## src/rtl/sqrt_pkg.sv

```systemverilog
// Shared elaboration-time helpers for the pipelined square-root block.
// No ports: this package only provides width and stage-count functions
// used by the interface and the pipeline top.
package sqrt_pkg;

   // Root width for a given radicand width: ceil(width_in / 2).
   function automatic int unsigned root_width(input int unsigned width_in);
      return (width_in / 32'd2) + (width_in % 32'd2);
   endfunction

   // Number of register stages when each stage resolves iters root bits.
   function automatic int unsigned stage_count(input int unsigned width_out,
                                               input int unsigned iters);
      return width_out / iters;
   endfunction

   // The remainder is bounded by 2*root, so it needs one bit more than the root.
   function automatic int unsigned rem_width(input int unsigned width_out);
      return width_out + 32'd1;
   endfunction

endpackage

```

## src/rtl/sqrt_remainder_pipe_if.sv

```systemverilog
// Operand/result handshake bundle for sqrt_remainder_pipe.
// Operand side : valid_in, ready_in, radicand, tag_in
// Result side  : valid_out, ready_out, root, remainder, tag_out
// slave modport is the pipeline's view; master is the producer/consumer view.
interface sqrt_remainder_pipe_if #(
   parameter int WIDTH_INPUT = 16,
   parameter int TAG_WIDTH   = 4
);
   import sqrt_pkg::*;

   localparam int WIDTH_OUTPUT = int'(root_width(WIDTH_INPUT));

   logic                    valid_in;
   logic                    ready_in;
   logic [WIDTH_INPUT-1:0]  radicand;
   logic [TAG_WIDTH-1:0]    tag_in;
   logic                    valid_out;
   logic                    ready_out;
   logic [WIDTH_OUTPUT-1:0] root;
   logic [WIDTH_OUTPUT:0]   remainder;
   logic [TAG_WIDTH-1:0]    tag_out;

   modport slave (
      input  valid_in, radicand, tag_in, ready_out,
      output ready_in, valid_out, root, remainder, tag_out
   );

   modport master (
      output valid_in, radicand, tag_in, ready_out,
      input  ready_in, valid_out, root, remainder, tag_out
   );

endinterface

```

## src/rtl/sqrt_stage.sv

```systemverilog
// Combinational slice of the restoring square-root recurrence.
// Resolves ITERS root bits, MSB first, consuming two radicand bits per bit.
// Ports: root_i/rem_i  partial root and remainder entering the slice
//        rad_i         the 2*ITERS radicand bits consumed here (MSB first)
//        root_o/rem_o  updated partial root and remainder
module sqrt_stage #(
   parameter int WIDTH_ROOT = 8,
   parameter int ITERS      = 1
) (
   input  logic [WIDTH_ROOT-1:0] root_i,
   input  logic [WIDTH_ROOT:0]   rem_i,
   input  logic [2*ITERS-1:0]    rad_i,
   output logic [WIDTH_ROOT-1:0] root_o,
   output logic [WIDTH_ROOT:0]   rem_o
);
   // Two guard bits above the remainder hold 4*rem + 3 before the trial subtract.
   localparam int WORK_W = WIDTH_ROOT + 3;

   logic [WORK_W-1:0]     rem_s;
   logic [WORK_W-1:0]     trial_s;
   logic [WIDTH_ROOT-1:0] root_s;

   // Unrolled restoring iterations: subtract 4*root+1 when it fits.
   always_comb begin
      root_s  = root_i;
      rem_s   = {2'b00, rem_i};
      trial_s = '0;
      for (int i = 0; i < ITERS; i++) begin
         // rem <= 2*root keeps the upper guard bits zero here, so nothing is lost
         rem_s   = {rem_s[WIDTH_ROOT:0], rad_i[2*(ITERS-1-i) +: 2]};
         trial_s = {1'b0, root_s, 2'b01};
         root_s  = root_s << 1;
         if (rem_s >= trial_s) begin
            rem_s     = rem_s - trial_s;
            root_s[0] = 1'b1;
         end else begin
            root_s[0] = 1'b0;
         end
      end
      root_o = root_s;
      rem_o  = rem_s[WIDTH_ROOT:0];
   end

endmodule

```

## src/rtl/sqrt_remainder_pipe.sv

```systemverilog
// Pipelined integer square root with remainder and a sideband tag.
// Ports: clk    rising-edge clock
//        rst_n  asynchronous active-low reset; empties the pipe
//        bus    slave side of sqrt_remainder_pipe_if (operand in, result out)
// root = floor(sqrt(radicand)), remainder = radicand - root*root.
// Each stage register holds valid, partial root, partial remainder, tag and
// the radicand bits not yet consumed; the whole pipe shifts on advance.
module sqrt_remainder_pipe #(
   parameter int WIDTH_INPUT     = 16,
   parameter int WIDTH_OUTPUT    = int'(sqrt_pkg::root_width(WIDTH_INPUT)),
   parameter int ITERS_PER_STAGE = 1,
   parameter int TAG_WIDTH       = 4
) (
   input logic                  clk,
   input logic                  rst_n,
   sqrt_remainder_pipe_if.slave bus
);
   import sqrt_pkg::*;

   localparam int NSTAGES = int'(stage_count(WIDTH_OUTPUT, ITERS_PER_STAGE));
   localparam int REM_W   = int'(rem_width(WIDTH_OUTPUT));
   localparam int RAD_W   = 2 * WIDTH_OUTPUT;
   localparam int TAKE_W  = 2 * ITERS_PER_STAGE;

   logic             advance_s;
   logic [RAD_W-1:0] rad_pad_s;

   // Zero-extend an odd-width radicand to an even number of bits.
   always_comb begin
      rad_pad_s                  = '0;
      rad_pad_s[WIDTH_INPUT-1:0] = bus.radicand;
   end

   for (genvar s = 0; s < NSTAGES; s++) begin : g_stage
      // radicand bits still unconsumed on entry to this stage
      localparam int REST_W = RAD_W - TAKE_W * s;

      logic                    valid_src_s;
      logic [WIDTH_OUTPUT-1:0] root_src_s;
      logic [REM_W-1:0]        rem_src_s;
      logic [REST_W-1:0]       rest_src_s;
      logic [TAG_WIDTH-1:0]    tag_src_s;
      logic [WIDTH_OUTPUT-1:0] root_s;
      logic [REM_W-1:0]        rem_s;
      logic                    valid_d, valid_q;
      logic [WIDTH_OUTPUT-1:0] root_d, root_q;
      logic [REM_W-1:0]        rem_d, rem_q;
      logic [TAG_WIDTH-1:0]    tag_d, tag_q;

      if (s == 0) begin : g_src
         assign valid_src_s = bus.valid_in;
         assign root_src_s  = '0;
         assign rem_src_s   = '0;
         assign rest_src_s  = rad_pad_s;
         assign tag_src_s   = bus.tag_in;
      end else begin : g_src
         assign valid_src_s = g_stage[s-1].valid_q;
         assign root_src_s  = g_stage[s-1].root_q;
         assign rem_src_s   = g_stage[s-1].rem_q;
         assign rest_src_s  = g_stage[s-1].g_rest.rest_q;
         assign tag_src_s   = g_stage[s-1].tag_q;
      end

      sqrt_stage #(
         .WIDTH_ROOT (WIDTH_OUTPUT),
         .ITERS      (ITERS_PER_STAGE)
      ) u_stage (
         .root_i (root_src_s),
         .rem_i  (rem_src_s),
         .rad_i  (rest_src_s[REST_W-1 -: TAKE_W]),
         .root_o (root_s),
         .rem_o  (rem_s)
      );

      // Shift on advance; bubbles load zero data so an empty output reads zero.
      always_comb begin
         valid_d = valid_q;
         root_d  = root_q;
         rem_d   = rem_q;
         tag_d   = tag_q;
         if (advance_s) begin
            valid_d = valid_src_s;
            if (valid_src_s) begin
               root_d = root_s;
               rem_d  = rem_s;
               tag_d  = tag_src_s;
            end else begin
               root_d = '0;
               rem_d  = '0;
               tag_d  = '0;
            end
         end else begin
            valid_d = valid_q;
         end
      end

      // Stage register; reset empties the stage.
      always_ff @(posedge clk or negedge rst_n) begin
         if (!rst_n) begin
            valid_q <= 1'b0;
            root_q  <= '0;
            rem_q   <= '0;
            tag_q   <= '0;
         end else begin
            valid_q <= valid_d;
            root_q  <= root_d;
            rem_q   <= rem_d;
            tag_q   <= tag_d;
         end
      end

      // The last stage has no radicand bits left to carry.
      if (s < NSTAGES - 1) begin : g_rest
         logic [REST_W-TAKE_W-1:0] rest_d, rest_q;

         // Carry the unconsumed radicand bits alongside their operand.
         always_comb begin
            rest_d = rest_q;
            if (advance_s) begin
               rest_d = valid_src_s ? rest_src_s[REST_W-TAKE_W-1:0] : '0;
            end else begin
               rest_d = rest_q;
            end
         end

         // Radicand-bits register; cleared with the rest of the stage.
         always_ff @(posedge clk or negedge rst_n) begin
            if (!rst_n) begin
               rest_q <= '0;
            end else begin
               rest_q <= rest_d;
            end
         end
      end
   end

   // The pipe moves whenever the final slot is empty or being drained.
   assign advance_s     = bus.ready_out || !g_stage[NSTAGES-1].valid_q;
   assign bus.ready_in  = advance_s;
   assign bus.valid_out = g_stage[NSTAGES-1].valid_q;
   assign bus.root      = g_stage[NSTAGES-1].root_q;
   assign bus.remainder = g_stage[NSTAGES-1].rem_q;
   assign bus.tag_out   = g_stage[NSTAGES-1].tag_q;

endmodule
```

## src/flat_wrapper.sv

```systemverilog
// flat-port wrapper written by rule: the top's interface ports become plain ports
module sqrt_remainder_pipe_flat import sqrt_pkg::*;
#(
   parameter int WIDTH_INPUT     = 16,
   parameter int WIDTH_OUTPUT    = int'(sqrt_pkg::root_width(WIDTH_INPUT)),
   parameter int ITERS_PER_STAGE = 1,
   parameter int TAG_WIDTH       = 4
)
  (clk, rst_n, bus_valid_in, bus_radicand, bus_tag_in, bus_ready_out, bus_ready_in, bus_valid_out, bus_root, bus_remainder, bus_tag_out);
  sqrt_remainder_pipe_if #(.WIDTH_INPUT(WIDTH_INPUT), .TAG_WIDTH(TAG_WIDTH)) bus_i ();
  input logic clk;
  input logic rst_n;
  input wire logic [$bits(bus_i.valid_in)-1:0] bus_valid_in;
  input wire logic [$bits(bus_i.radicand)-1:0] bus_radicand;
  input wire logic [$bits(bus_i.tag_in)-1:0] bus_tag_in;
  input wire logic [$bits(bus_i.ready_out)-1:0] bus_ready_out;
  output wire logic [$bits(bus_i.ready_in)-1:0] bus_ready_in;
  output wire logic [$bits(bus_i.valid_out)-1:0] bus_valid_out;
  output wire logic [$bits(bus_i.root)-1:0] bus_root;
  output wire logic [$bits(bus_i.remainder)-1:0] bus_remainder;
  output wire logic [$bits(bus_i.tag_out)-1:0] bus_tag_out;
  assign bus_i.valid_in = bus_valid_in;
  assign bus_i.radicand = bus_radicand;
  assign bus_i.tag_in = bus_tag_in;
  assign bus_i.ready_out = bus_ready_out;
  assign bus_ready_in = bus_i.ready_in;
  assign bus_valid_out = bus_i.valid_out;
  assign bus_root = bus_i.root;
  assign bus_remainder = bus_i.remainder;
  assign bus_tag_out = bus_i.tag_out;
  sqrt_remainder_pipe #(.WIDTH_INPUT(WIDTH_INPUT), .WIDTH_OUTPUT(WIDTH_OUTPUT), .ITERS_PER_STAGE(ITERS_PER_STAGE), .TAG_WIDTH(TAG_WIDTH)) u_core (.clk(clk), .rst_n(rst_n), .bus(bus_i));
endmodule
```

## config.mk

```make
export PLATFORM = sky130hd
export DESIGN_NAME = sqrt_remainder_pipe_flat
export DESIGN_NICKNAME = d
export VERILOG_FILES = /design/src/rtl/sqrt_pkg.sv /design/src/rtl/sqrt_remainder_pipe_if.sv /design/src/rtl/sqrt_stage.sv /design/src/rtl/sqrt_remainder_pipe.sv /design/src/flat_wrapper.sv
export SDC_FILE = /design/constraint.sdc
export NUM_CORES = 1
export LEC_CHECK = 0
export ABC_AREA = 1
export CORE_MARGIN = 2
export CORE_UTILIZATION = 43
export CTS_BUF_LIST = sky130_fd_sc_hd__clkbuf_8
export CTS_CLUSTER_SIZE = 8
export DETAILED_ROUTE_END_ITERATION = 7
export PLACE_DENSITY = 0.67
export SETUP_SLACK_MARGIN = 0.1
export SLEW_MARGIN = 5
export SYNTH_ARGS = -nofsm -noshare
export SYNTH_HDL_FRONTEND = slang
export SYNTH_SLANG_ARGS = --single-unit
```

## constraint.sdc

```tcl
create_clock -name clk -period 3.1 [get_ports clk]
set_input_delay 0.62 -clock clk [delete_from_list [all_inputs] [get_ports clk]]
set_output_delay 0.62 -clock clk [all_outputs]
set_load 0.01 [all_outputs]
```

==> results.yml, run 1 <==
grt:
  grt_start_max_net_pins: 110
  use_met3_pct: 2.382
  antenna_found_initial: 0
  grt-ovfl-total: 0
  grt_first_pass_wirelength_mm: 36.69
  first_global_vias: 7654
  track_usage_pct: 18.13
  met2_usage_pct: 30.19
  grt_use_met1_pct: 24.94
  top_usage_layer: "met2"
detailed_routing:
  drc: 0
  vias: 7943
  wirelength_mm: 21.12
  drt-vias-per-instance: 5.015
  drt_iter0_markers: 517
  wl_per_cell_um: 13.33
  antenna_left: 0
  first_pass_iters: 5
worst_setup_path:
  critical_path_required_ns: 2.48
  r2r_cells: 11
  crit_fanout: 3
  reg2reg_to: "u_core.bus.remainder[2]$_DFFE_PN0P_"
  critPathKind: "primary input to output port"
  critical_path.reg2reg.startpoint: "u_core.g_stage[6].root_q[4]$_DFFE_PN0P_"
  critPathLaunchType: "primary input"
  r2r_setup_slack_ns: 1.12
  arrival_ns: 1.75
  endpoint_kind: "output port"
yosys:
  synth-compound-area-share_pct: 11.33
  avgSynthCellArea_um2: 8.394
  ys_types: 40
  synthAdderAreaFrac_pct: 5.288
  synth_area_um2: 10170
  synth_top_family_by_area: "simple AND/OR/NAND/NOR gates"
  ys_warn_count: 0
  synthMuxAreaShare_pct: 0
  synth_xor_area_share_pct: 1.722
  ys_ff_latch: 198
  syn-num-nets: 1279
  synth-simple-area-share_pct: 23.04
  synth_seq_area_share_pct: 48.70
  synthCells: 1212
power:
  power_frac_seq_pct: 32.7
  clock_power_share_pct: 15.8
  p_int_w: 0.005664
  switchingPower_w: 0.004874
  sw_frac_of_total_pct: 46.26
  powerDensity_nw_per_um2: 924.9
  power.leakage_nw: 5.446
  vdd_drop_max_uv: 762.4
  combPwrFrac_pct: 51.5
timing:
  fin_skew_ns: 0.02502
  maxSlewHeadroom_pct: 29.55
  worstMarginPinSlew_ns: 1.057
  drv_slew: 0
  fin_setup_tns_ns: 0
  setup_viol: 0
  finalCritPeriodShare_pct: 76.49
  period_minus_slack_ns: 2.371
  fmax_mhz: 421.7
  rsz0062_at_grt: "no"
  final-hold-violation-count: 0
floorplan:
  rows: 56
  die_h_um: 157.8
  coreArea_um2: 23330
  die-area_um2: 24910
  die_w_um: 157.8
  initial_utilization_pct: 43.60
  io_pins: 47
placed_design:
  port_buffers: 46
  gp_congestion: 0.8889
  place_hpwl_mm: 15.10
clocking:
  postCtsSetupBuffers: 0
  cts_max_path_buffers: 2
  htree_levels: 4
  tritoncts: "done"
  postCtsHoldBufs: 0
  cts_num_sinks: 198
  clkTransAtPathRegs_ns: 0.10
  root_buffer: "clkbuf_8"
  clkLatencyLatePin_ns: 0.48
  ctsResizeCount: 0
  cts_buffers: 17
worst_hold_path:
  holdCritPathClass: "primary input to asynchronous set/reset pin"
finish:
  area_delta_synth_final_pct: 11.99
  final_core_util_pct: 48.83
  drive_above_1_share_pct: 7.589
  final_cell_mix: "nand2_1, inv_1, dfrtp_1"
  nNetsFinal: 1319
  layout.cells.most_common: "nand2_1"
  antenna_cells: 0
job:
  maxCapViolCount: 0
run_status:
  status: "finished, final reports clean"
through the flow:
step	hold slack (ns)	area (um2)	std cells	worst slack, ns	total power (W)
2_1_floorplan	0.3244	10170	1212	1.249	0.007705
3_3_place_gp	0.4532	10990	1552	0.7211	0.008805
3_5_place_dp	0.4558	10990	1552	0.7038	0.008912
4_1_cts	0.2356	11390	1584	0.7233	0.01060
5_1_grt	0.2690	11390	1584	0.6670	0.01156
6_report	0.2093	11390	1584	0.7287	0.01054
cells in the mapped netlist, drive strengths merged:
cell	number	share of area [%]
clkbuf	18	0.70
xnor2	8	0.69
nor3	11	1.0
o32ai	1	0.086
nor4	1	0.062
nand3	105	5.8
o21ai	78	3.9
clkinv	1	0.037
dfrtp	198	49
buf	19	1.0
xor2	12	1.0
nor2	41	2.0
ha	43	5.3
nand3b	10	0.74
a21o	1	0.074
o211ai	1	0.074
or2	1	0.062
nand4	41	2.7
inv	222	8.2
o22ai	92	5.7
o21a	1	0.074
a21oi	22	1.5
nand2	285	11
registers in the layout, indices dropped and copies added (netlist names):
signal                        cells
u_core.g_stage.root_q            28
u_core.g_stage.valid_q            7
u_core.bus.tag_out                4
u_core.g_stage.tag_q             28
u_core.bus.remainder              9
u_core.bus.valid_out              1
u_core.g_stage.g_rest.rest_q     56
u_core.bus.root                   8
u_core.g_stage.rem_q             57
worst max-delay path: stages:
cell	delay, ns
clkdlybuf4s50_1	0.50
nor2_4	0.06
inv_4	0.05
clkdlybuf4s50_1	0.53
power groups by stage:
| stage | clock network, W | logic, W | registers [W] |
|---|---|---|---|
| global placement | 0 | 0.00531 | 0.00349 |
| global route | 0.00182 | 0.00622 | 0.00351 |
| floorplan | 0 | 0.00427 | 0.00344 |
| CTS | 0.00172 | 0.00544 | 0.00345 |
| detailed placement | 0 | 0.00541 | 0.00350 |
| finish | 0.00167 | 0.00542 | 0.00345 |
cell type report:
class,count,area [um2]
clock inverters,15,172.7
flip-flops and latches,198,4955
well taps,319,399.1
inverters,223,839.6
repair buffers,58,579.3
fillers,2202,11940
clock buffers,17,234.0
multi-input cells,754,4214
routing by layer:
metal	part of all wire [%]	vias up	routed length (um)
li1	-	4059	-
met1	49	3769	10240
met4	1.2	0	258
met5	0	-	0
met2	48	99	10200
met3	2.0	16	415
logic make-up (layout without fill, tap and decap cells):
logic type	after synthesis	count (layout)
AO/OA/AOI/OAI	196	196
XOR/XNOR	20	20
adder cells (fa/ha/maj)	43	43
buffers and inverters	260	313
flip-flops	198	198
AND/OR/NAND/NOR	495	495
how the worst max path moves through the flow:
| stage | from | to |
|---|---|---|
| floorplan | bus_ready_out | bus_ready_in |
| global placement | bus_ready_out | bus_ready_in |
| detailed placement | bus_ready_out | u_core.g_stage[0].g_rest.rest_q[7]$_DFFE_PN0P_ |
| CTS | bus_ready_out | bus_ready_in |
| global route | bus_ready_out | bus_ready_in |
| finish | bus_ready_out | bus_ready_in |
Note: power is estimated with default switching activity, not from simulation.
==> run 2, diff against run 1 <==
==> constraint.sdc (replaced) <==
create_clock -name clk -period 2.3 [get_ports clk]
set_input_delay 0.46 -clock clk [delete_from_list [all_inputs] [get_ports clk]]
set_output_delay 0.46 -clock clk [all_outputs]
set_load 0.01 [all_outputs]
==> run 2 against run 1 <==
  * Core utilization rose by 0.080 points
  * Clock power rose by 28%
  * Count of clock-buffer cells in the layout unchanged
  * Flip-flop and latch count unchanged
  * Final cell count increased by 0.19%
  * Die area did not move
  * Non-clock buffer count up 3
  * First-iteration DRC count is 7.2% lower
  * Via count barely moved
  * Register-to-register slack got worse by 0.75 ns
==> results.yml, run 2 (synthesized netlist as in run 1, its figures left out) <==
finish:
  num-fill-cells: 2227
  fin_cells: 1587
  nNetsFinal: 1322
  final_cell_mix: "nand2_1, inv_1, dfrtp_1"
  antenna_cells: 0
  design_area_um2: 11410
  reg_top3: "u_core.g_stage.rem_q x57, u_core.g_stage.g_rest.rest_q x56"
  largest_reg_flops: 57
  area_delta_synth_final_pct: 12.18
  drive_above_1_share_pct: 7.729
  layout.cells.most_common: "nand2_1"
  top_register: "u_core.g_stage.rem_q"
worst_setup_path:
  critical_path.reg2reg.startpoint: "u_core.g_stage[6].root_q[2]$_DFFE_PN0P_"
  path_cells: "inv_1, nor2_4, inv_4, clkdlybuf4s50_1"
  cp_slowest_cell: "clkdlybuf4s50_1"
  endpoint_kind: "output port"
  reg2reg_to: "u_core.bus.remainder[1]$_DFFE_PN0P_"
  cpPeakStageDelay_ns: 0.52
  crit_fanout: 2
  r2r_cells: 11
  critPathLaunchType: "flip-flop"
  arrival_ns: 1.65
  r2r_setup_slack_ns: 0.37
  critPathKind: "flip-flop to output port"
  critical_path_required_ns: 1.84
  path_buf_inv: 3
  crit_family: "buffers and inverters"
worst_hold_path:
  hp-start: "u_core.g_stage[6].valid_q$_DFFE_PN0P_"
  holdCritPathClass: "flip-flop to flip-flop"
  worst_hold_path.endpoint: "u_core.bus.valid_out$_DFFE_PN0P_"
  hold-path-cell-count: 2
timing:
  setup_viol: 0
  fin_setup_tns_ns: 0
  worstMarginPinSlew_ns: 0.4239
  rsz0062_at_grt: "no"
  fmax_mhz: 474.1
  maxSlewHeadroom_pct: 71.59
  fin_skew_ns: 0.01846
  period_minus_slack_ns: 2.109
  drv_slew: 0
  finalCritPeriodShare_pct: 91.72
  final-hold-violation-count: 0
placed_design:
  place_hpwl_mm: 15.48
  gp_congestion: 0.8533
  place_area_um2: 11030
  port_buffers: 46
  place_inst: 1554
detailed_routing:
  drt_iter0_markers: 480
  wl_per_cell_um: 13.39
  vias: 7945
  wirelength_mm: 21.26
  drt-vias-per-instance: 5.006
  first_pass_iters: 4
  drc: 0
  antenna_left: 0
floorplan:
  die_w_um: 157.8
  rows: 56
  coreArea_um2: 23330
  die-area_um2: 24910
  initial_utilization_pct: 43.60
  io_pins: 47
  die_h_um: 157.8
clocking:
  postCtsSetupBuffers: 0
  cts_max_path_buffers: 2
  tritoncts: "done"
  cts_num_sinks: 198
  cts_buffers: 17
  htree_levels: 4
  clkLatencyLatePin_ns: 0.47
  root_buffer: "clkbuf_8"
  clkTransAtPathRegs_ns: 0.10
power:
  vdd_drop_max_uv: 624.1
  total_power_w: 0.01414
  powerDensity_nw_per_um2: 1239
  power.leakage_nw: 5.455
grt:
  grt-ovfl-total: 0
  grt_start_max_net_pins: 82
  track_usage_pct: 17.99
  grt_first_pass_wirelength_mm: 36.23
  first_global_vias: 7490
  antenna_found_initial: 0
run_status:
  status: "finished, final reports clean"
job:
  maxCapViolCount: 0
run 2: cell count changes in the layout (fill, tap and decap cells not counted):
cell | previous run | this run
dfrtp_2 | 0 | 1
inv_12 | 2 | 0
inv_1 | 208 | 209
dlygate4sd3_1 | 0 | 1
clkinv_2 | 0 | 1
clkinv_8 | 3 | 2
dfrtp_1 | 198 | 197
clkinvlp_4 | 1 | 2
buf_12 | 2 | 4
run 2: tightest hold or removal path, delay by kind of cell (launching register included):
kind	cells	cell delay, ns
flip-flops	1	0.33
AND/OR/NAND/NOR	1	0.06
buffers and inverters	1	0.05
run 2: area by class of cell:
class                           instances  area, um2  share of cell area (%)
Clock buffer                           17      234.0                   2.050
Clock inverter                         15      140.1                   1.228
Inverter                              223      839.6                   7.357
Multi-Input combinational cell        754       4214                   36.93
Sequential cell                       198       4956                   43.43
Tap cell                              319      399.1                   3.497
Timing Repair Buffer                   61      629.4                   5.515
run 2: per-layer routing:
metal	track usage [%]	share of wire, %	wire [um]
met1	25.50	50	10570
met2	28.78	47	9978
met3	2.737	2.2	467
met4	5.022	1.1	234
met5	0	0	0
run 2: metrics by stage:
step / util [%] / setup slack (ns) / hold slack [ns]
after global placement: 47.26 / 0.1934 / 0.4438
final: 48.91 / 0.1906 / 0.4733
after floorplan: - / 0.6983 / 0.1644
after CTS: 48.91 / 0.1105 / 0.4779
after global routing: 48.91 / 0.1133 / 0.5090
after detailed placement: 47.26 / 0.1481 / 0.4366
run 2: power by group:
part,switching (W),internal [W]
sequential,0.000437,0.00423
combinational,0.00475,0.00260
clock,0.00133,0.000796
total,0.00652,0.00762
run 2: what timing repair did:
item | CTS | global route
resized for setup | 0 | 1
hold buffers | 1 | 0
hold endpoints to repair | 44 | 0
setup endpoints to repair | 0 | 1
run 2: worst max path at each step:
stage                                                 from                                      end  slack [ns]  depth (start not counted)
floorplan           u_core.g_stage[6].rem_q[4]$_DFFE_PN0P_      u_core.bus.remainder[8]$_DFFE_PN0P_        0.70                         10
global placement                             bus_ready_out    u_core.g_stage[2].valid_q$_DFFE_PN0P_        0.19                          6
detailed placement                           bus_ready_out  u_core.g_stage[2].root_q[1]$_DFFE_PN0P_        0.15                          6
CTS                       u_core.bus.valid_out$_DFFE_PN0P_                             bus_ready_in        0.11                          4
global route              u_core.bus.valid_out$_DFFE_PN0P_                             bus_ready_in        0.11                          4
finish                    u_core.bus.valid_out$_DFFE_PN0P_                             bus_ready_in        0.19                          4
